<file path="src/rtl/tm1638_hienthi.sv">
// tm1638_hienthi: refreshes a TM1638 board with 8 BCD digits, dots, LEDs and brightness over STB/CLK/DIO
module tm1638_hienthi #(
  parameter int CLK_DIV = 25
) (
  input  logic        clk,
  input  logic        rs,
  input  logic [31:0] so,
  input  logic [7:0]  dp,
  input  logic [7:0]  led,
  input  logic [2:0]  do_sang,
  input  logic        bat,
  output logic        stb,
  output logic        tm_clk,
  output logic        dio,
  output logic        xong
);
  typedef enum logic [1:0] {NAP, GUI, NGHI} state_t;
  state_t       r_st;
  logic [7:0]   r_div;
  logic         r_ph;
  logic [7:0]   r_bit;
  logic [1:0]   r_cmd;
  logic [31:0]  r_so;
  logic [7:0]   r_dp;
  logic [7:0]   r_led;
  logic [2:0]   r_sang;
  logic         r_bat;
  logic [135:0] w_c2;
  logic [135:0] w_vec;
  logic [1:0]   w_sel;
  logic [7:0]   w_idx;
  logic         w_half;
  logic         w_last;
  logic         w_nbit;

  function automatic logic [6:0] seg7(input logic [3:0] b);
    case (b)
      4'd0:    seg7 = 7'h3F;
      4'd1:    seg7 = 7'h06;
      4'd2:    seg7 = 7'h5B;
      4'd3:    seg7 = 7'h4F;
      4'd4:    seg7 = 7'h66;
      4'd5:    seg7 = 7'h6D;
      4'd6:    seg7 = 7'h7D;
      4'd7:    seg7 = 7'h07;
      4'd8:    seg7 = 7'h7F;
      4'd9:    seg7 = 7'h6F;
      default: seg7 = 7'h00;
    endcase
  endfunction

  // C2 payload in transmit order: address byte, then segment/LED byte pairs per digit
  always_comb begin
    w_c2 = '0;
    w_c2[7:0] = 8'hC0;
    for (int k = 0; k < 8; k++) begin
      w_c2[16*k+8 +: 8]  = {r_dp[7-k], seg7(r_so[31-4*k -: 4])};
      w_c2[16*k+16 +: 8] = {7'd0, r_led[7-k]};
    end
  end

  // during the gap the next command's first bit is preloaded, otherwise the next bit of the current one
  always_comb begin
    w_half = r_div == 8'(CLK_DIV - 1);
    w_last = r_bit == (r_cmd == 2'd1 ? 8'd135 : 8'd7);
    w_sel  = r_st == NGHI ? r_cmd + 2'd1 : r_cmd;
    w_idx  = r_st == GUI ? r_bit + 8'd1 : 8'd0;
    w_vec  = w_sel == 2'd0 ? 136'h40 : w_sel == 2'd1 ? w_c2 : {128'd0, 1'b1, 3'b000, r_bat, r_sang};
    w_nbit = w_vec[w_idx];
  end

  // frame sequencer: snapshot, then three commands each followed by a two-half-period STB-high gap
  always_ff @(posedge clk or negedge rs) begin
    if (!rs) begin
      r_st   <= NAP;
      r_div  <= '0;
      r_ph   <= 1'b0;
      r_bit  <= '0;
      r_cmd  <= '0;
      r_so   <= '0;
      r_dp   <= '0;
      r_led  <= '0;
      r_sang <= '0;
      r_bat  <= 1'b0;
      stb    <= 1'b1;
      tm_clk <= 1'b1;
      dio    <= 1'b1;
      xong   <= 1'b0;
    end else begin
      xong <= 1'b0;
      case (r_st)
        NAP: begin
          r_so   <= so;
          r_dp   <= dp;
          r_led  <= led;
          r_sang <= do_sang;
          r_bat  <= bat;
          r_div  <= '0;
          r_ph   <= 1'b0;
          r_st   <= GUI;
          stb    <= 1'b0;
          tm_clk <= 1'b0;
          dio    <= w_nbit;
        end
        GUI: begin
          if (!w_half) r_div <= r_div + 8'd1;
          else begin
            r_div <= '0;
            r_ph  <= ~r_ph;
            if (!r_ph) tm_clk <= 1'b1;
            else if (w_last) begin
              r_st  <= NGHI;
              r_bit <= '0;
              stb   <= 1'b1;
              dio   <= 1'b1;
            end else begin
              r_bit  <= r_bit + 8'd1;
              tm_clk <= 1'b0;
              dio    <= w_nbit;
            end
          end
        end
        NGHI: begin
          if (!w_half) r_div <= r_div + 8'd1;
          else begin
            r_div <= '0;
            r_ph  <= ~r_ph;
            if (r_ph) begin
              if (r_cmd == 2'd2) begin
                r_cmd <= '0;
                r_st  <= NAP;
                xong  <= 1'b1;
              end else begin
                r_cmd  <= r_cmd + 2'd1;
                r_st   <= GUI;
                stb    <= 1'b0;
                tm_clk <= 1'b0;
                dio    <= w_nbit;
              end
            end
          end
        end
        default: r_st <= NAP;
      endcase
    end
  end
endmodule

</file>
<file path="config.mk">
export PLATFORM = sky130hd
export DESIGN_NAME = tm1638_hienthi
export DESIGN_NICKNAME = d
export VERILOG_FILES = /design/src/rtl/tm1638_hienthi.sv
export SDC_FILE = /design/constraint.sdc
export NUM_CORES = 1
export LEC_CHECK = 0
export ABC_AREA = 0
export BUFFER_PORTS_ARGS = -buffer_cell sky130_fd_sc_hd__buf_2
export CAP_MARGIN = 20
export CORE_ASPECT_RATIO = 1.1
export CORE_MARGIN = 1
export CORE_UTILIZATION = 25
export CTS_CLUSTER_DIAMETER = 50
export DETAILED_ROUTE_END_ITERATION = 6
export HOLD_SLACK_MARGIN = 0.08
export PLACE_DENSITY = 0.5
export SETUP_SLACK_MARGIN = 0.15
export SLEW_MARGIN = 40
export SYNTH_ARGS = -nofsm -noshare
export SYNTH_HDL_FRONTEND = slang
export SYNTH_SLANG_ARGS = --single-unit
</file>
<file path="constraint.sdc">
create_clock -name clk -period 2.5 [get_ports clk]
set_input_delay 0.5 -clock clk [delete_from_list [all_inputs] [get_ports clk]]
set_output_delay 0.5 -clock clk [all_outputs]
set_load 0.01 [all_outputs]
</file>
Word level (Yosys, flattened, before mapping) --
Memories as Yosys holds them, arrays and structs flattened. Index checks and enable logic that the tools add are counted.
Word-level totals: register bits 77, memory bits (read-only) 896, bits of input ports 54, output and inout port bits 4, word-level logic and storage cells 96, memories kept 8
Cells by class: add/subtract/negate cells 3, magnitude comparators 1, equal/unequal tests 15, muxes and demuxes 42, bitwise logic cells 1, reduce and logical (&&, ||, !) cells 12
Memories:
- (name not given) | words 16, width 7, rd ports 1, clocked after Yosys merged registers in 0, write ports 0, line 37 | case (b)
- (name not given) | words 16, width 7, rd ports 1, clocked after Yosys merged registers in 0, write ports 0, line 37
- (name not given) | words 16, width 7, rd ports 1, clocked after Yosys merged registers in 0, write ports 0, line 37
- (name not given) | words 16, width 7, rd ports 1, clocked after Yosys merged registers in 0, write ports 0, line 37
- (name not given) | words 16, width 7, rd ports 1, clocked after Yosys merged registers in 0, write ports 0, line 37
- (name not given) | words 16, width 7, rd ports 1, clocked after Yosys merged registers in 0, write ports 0, line 37
- +2 memories
Operators with widths (number):
- $mux W129 | 2
- $mux W8 | 4
- $mux W1 | 22
- $add A8 B1 Y8 const B | 2
- $pmux W8 S2 | 1
- $mux W2 | 7
- $ne A2 B2 Y1 const B | 6
- $reduce_and A6 Y1 | 2
- $lt A8 B9 Y1 const B | 1
- $pmux W1 S3 | 3
- $bmux W1 S8 | 1
- $eq A8 B5 Y1 const B | 1
- $eq A8 B8 Y1 | 1
- $reduce_and A7 Y1 | 1
- $eq A2 B1 Y1 const B | 3
- $pmux W2 S3 | 1
- $reduce_and A3 Y1 | 2
- $reduce_and A5 Y1 | 1
- $eq A2 B2 Y1 const B | 2
- $logic_not A2 Y1 | 2
- $ne A3 B3 Y1 const B | 1
- $reduce_bool A3 Y1 | 1
- $add A2 B1 Y2 const B | 1
- $ne A2 B1 Y1 const B | 1
- 5 further kinds | 5

Longest topological paths before layout --
depth in word-level cells 11, depth in mapped cells 12, gate-level depth less buffers 9

Worst setup path before layout --
OpenSTA, ideal clock, no wires.
kind reg-to-reg, from register r_cmd[1], to register dio, library setup time 0.077 ns, data arrival time 2.431 ns, required time 2.423 ns, path slack -0.009 ns, cell stages (with the launch flop) 10, path buffers 0, period minus slack after synthesis 2.509 ns, cell sequence dfrtp_1 inv_1 ha_1 nor2b_1 mux4_2 or4_1 o311ai_1 and4b_1 o41a_1 a31oi_1
Between the ends: longest elaborated chain between the ends 11, elaborated cells on any way between the ends 21, those cells by class add/sub: 1; eq/ne: 5; mux: 13; reduce/logical: 2
Ends and longest elaborated chain:
- from (decl) | line 22 | logic [1:0] r_cmd;
- from (signal assigned) | line 134 | r_cmd <= r_cmd + 2'd1;
- $add A2 B1 Y2 | line 66 | w_sel = r_st == NGHI ? r_cmd + 2'd1 : r_cmd;
- $mux W2 | line 66
- $eq A2 B1 Y1 | line 68 | w_vec = w_sel == 2'd0 ? 136'h40 : w_sel == 2'd1 ? w_c2 : {128'd0, 1'b1, 3'b000, r_bat, r_sang};
- $mux W129 (2 in series) | line 68
- $bmux W1 S8 | line 69 | w_nbit = w_vec[w_idx];
- $mux W1 (not written as such) | line 69
- $mux W1, on equally long branches | line 129, 111
- $mux W1, on equally long branches | line 128, 110
- $mux W1, on equally long branches | line 124, 106
- $pmux W1 S3 | line 91 | case (r_st)
- to (signal assigned) | line 103 | dio <= w_nbit;
- to (signal assigned) | line 119 | dio <= w_nbit;
- to (signal assigned) | line 138 | dio <= w_nbit;
- to (decl) | line 14 | output logic dio,
Several ways; a longest one is shown, not always the timed one. The select of a mux whose other input is x is not followed. A chain may end at the register's enable or synchronous reset.

Worst setup path after layout --
from register r_st[1], to register dio
Between the ends: longest elaborated chain between the ends 11, elaborated cells on any way between the ends 25, those cells by class eq/ne: 8; mux: 13; reduce/logical: 4
Ends and longest elaborated chain:
- from (decl) | line 18 | state_t r_st;
- from (signal assigned) | line 75 | r_st <= NAP;
- from (signal assigned) | line 100 | r_st <= GUI;
- from (signal assigned) | line 112 | r_st <= NGHI;
- $eq A2 B2 Y1 | line 66, 91
- $mux W2 | line 66
- $eq A2 B1 Y1 | line 68
- $mux W129 (2 in series) | line 68
- $bmux W1 S8 | line 69
- $mux W1 (not written as such) | line 69
- $mux W1, on equally long branches | line 129, 111
- $mux W1, on equally long branches | line 128, 110
- $mux W1, on equally long branches | line 124, 106
- $pmux W1 S3 | line 91
Several ways; a longest one is shown, not always the timed one. The select of a mux whose other input is x is not followed.

==> results.cfg <==
[critical_path]
required_ns = 2.77
cp_slowest_cell = mux4_2
worst_setup_path_start_kind = register
worstPathCellList = buf_6 > ha_4 > mux4_2 > or4_1 > o311ai_1 > and4b_1 > o41a_1 > a31oi_1
r2r-end = dio
worstPathBufferInverterCount = 1
critPathCaptureType = register
rr_worst_depth = 8
r2r_start = r_st[1]
setup.worst_path.class = register to register
r2r_slack_ns = -0.03
slowest_delay_ns = 0.50
worstPathMaxFanout = 6
cp.arrival_ns = 2.80
crit_family = simple AND/OR/NAND/NOR gates

[die]
rows = 57
ioPinCount = 58
dieWidth_um = 145.6
start_util_pct = 25.55
fp.dieH_um = 159.9
coreArea_um2 = 22180
die_area_um2 = 23270

[finish]
multi_input_area_um2 = 3463
fill_cells = 2333
final_nets = 818
final_util_pct = 31.69
layout_common_cells = o21ai_0, dfrtp_1, nand2_1
seq_area_um2 = 1932
layout-drive-gt1-share_pct = 27.86
synthToLayoutAreaGrowth_pct = 24.05
n_antenna_cell = 0

[yosys]
synth_seq_area_share_pct = 34.07
synth_edf_count = 0
ys_ff_latch = 77
ys_async_sr_fraction_pct = 100.0
syn_area_per_cell_um2 = 9.096
synth_nets = 728
syn_inst = 623
synth-warning-count = 0
synth_cell_type_count = 71
synth_flop_cell = dfrtp_1
synth_area_um2 = 5667

[grt]
overflow = 0
top_usage_layer = met2
grt_use_total_pct = 14.05
grt_pass1_vias = 4859
use_met1_pct = 18.28
antenna_found_initial = 0
grt_max_degree = 79
grt_use_met2_pct = 23.32
met3_usage_pct = 2.514
grt_pass1_wl_um = 25850

[sta]
layout_min_cycle_time_ns = 2.529
skew_ns = 0.009014
period_share_pct = 101.2
setup_slack_ns = -0.02917
finalHoldViolCount = 0
drv_slew = 0
finalSetupViolCount = 1
relSlewSlack_pct = 65.86
tns_ns = -0.02917
rsz0062_at_grt = yes
worst_pin_slew_ns = 0.5121
fmax_mhz = 395.4

[place]
io_buffers = 57
hpwl_um = 11980
gp_congestion = 0.8284

[detailed_routing]
drt_pre_antenna_iters = 4
post_drt_wl_per_cell_um = 15.61
ant_nets = 0
vias = 4883
drc = 0
viasPerCell = 4.820
first_iter_violations = 289
wl_um = 15820

[power]
p_per_area_nw_per_um2 = 413.3
leakagePower_nw = 3.000
peakVddDrop_mv = 0.3166
power.total_mw = 2.905

[outcome]
violations = setup timing
outcome = complete, but fails checks

[clocking]
numCtsBuffers = 9
hold_buffers = 0
cts.reportedPaths.clkPinSlew_ns = 0.06
htree_levels = 3
cts-root-buf = clkbuf_16
cts_sinks = 77
cts_tree = built
cts.path.max_buffers = 2
clock_latency_ns = 0.35

[job]
maxCapViolCount = 0

[worst_hold_path]
hold_class = primary input to async pin
## repair_timing
item | 4_1_cts | 5_1_grt
pin swaps | 2 | 0
cloned | 1 | 0
hold endpoints to repair | 0 | 0
resized for setup | 16 | 8
endpoints found under the setup margin | 1 | 1
setup buffers | 2 | 0
## layout make-up
class                           instances  share of cell area (%)
Sequential cell                        77                   27.48
Timing Repair Buffer                  114                   11.59
Clock inverter                          6                  0.9078
Clock buffer                           10                   3.257
Multi-Input combinational cell        469                   49.27
Inverter                               42                   2.243
Tap cell                              295                   5.251
## worst max path at each step
stage,end,depth (start not counted),slack (ns),startpoint
6_report,dio,8,-0.03,r_st[1]
5_1_grt,dio,10,-0.11,r_st[1]
4_1_cts,dio,8,-0.02,r_st[0]
3_5_place_dp,dio,10,-0.21,r_st[1]
3_3_place_gp,dio,10,-0.18,r_st[1]
2_1_floorplan,dio,9,0.06,r_cmd[1]
## synthesized netlist by cell type (all sizes together) (9+ instances only)
library cell | instances | area (µm²)
a211oi | 15 | 112.6
a21oi | 26 | 130.1
buf | 12 | 95.08
clkbuf | 23 | 110.1
dfrtp | 74 | 1852
ha | 51 | 638.1
inv | 42 | 157.7
mux2 | 33 | 375.4
nand2 | 60 | 225.2
nand3 | 9 | 45.04
nor2 | 33 | 123.9
nor2b | 11 | 68.82
o21ai | 73 | 365.4
o31ai | 9 | 67.56
xor2 | 10 | 87.58
## per-stage QoR
stage                     area [µm²]  instances  hold WS (ns)  setup WS [ns]
after detailed placement        6589        994        0.5015        -0.2063
after CTS                       6999       1013        0.1288       -0.01691
after global routing            7029       1013        0.1461        -0.1093
after global placement          6589        994        0.4959        -0.1787
after floorplan                 5680        623        0.2044        0.06049
final                           7029       1013        0.1135       -0.02917
## report_power, final
part / total, mW / internal [mW] / switching (mW)
registers: 1.35 / 1.29 / 0.0582
clock network: 1.31 / 0.771 / 0.540
logic: 0.246 / 0.117 / 0.130
## state kept, by name (all words and copies together), names as in the netlist
| register | cells |
|---|---|
| dio | 1 |
| r_bat | 1 |
| r_bit | 8 |
| r_cmd | 2 |
| r_div | 8 |
| r_dp | 8 |
| r_led | 8 |
| r_ph | 1 |
| r_sang | 3 |
| r_so | 32 |
| r_st | 2 |
| stb | 1 |
| tm_clk | 1 |
| xong | 1 |
## layer usage
metal | vias to the layer above | share of wire, %
met2 | 98 | 48
met5 | - | 0
met1 | 2338 | 47
met4 | 0 | 1.7
met3 | 19 | 3.8
li1 | 2428 | -
## logic make-up after synthesis
kind of cell	Yosys count	share of synthesized area [%]
DFF	77	34.07
xor gates and xnor gates	18	2.782
adders and majority gates	51	11.26
and+or+nand+nor	171	15.81
buffers and inverters	77	6.403
muxes	40	8.081
AOI/OAI and AO/OA	189	21.59
(Power assumes the default switching activity.)
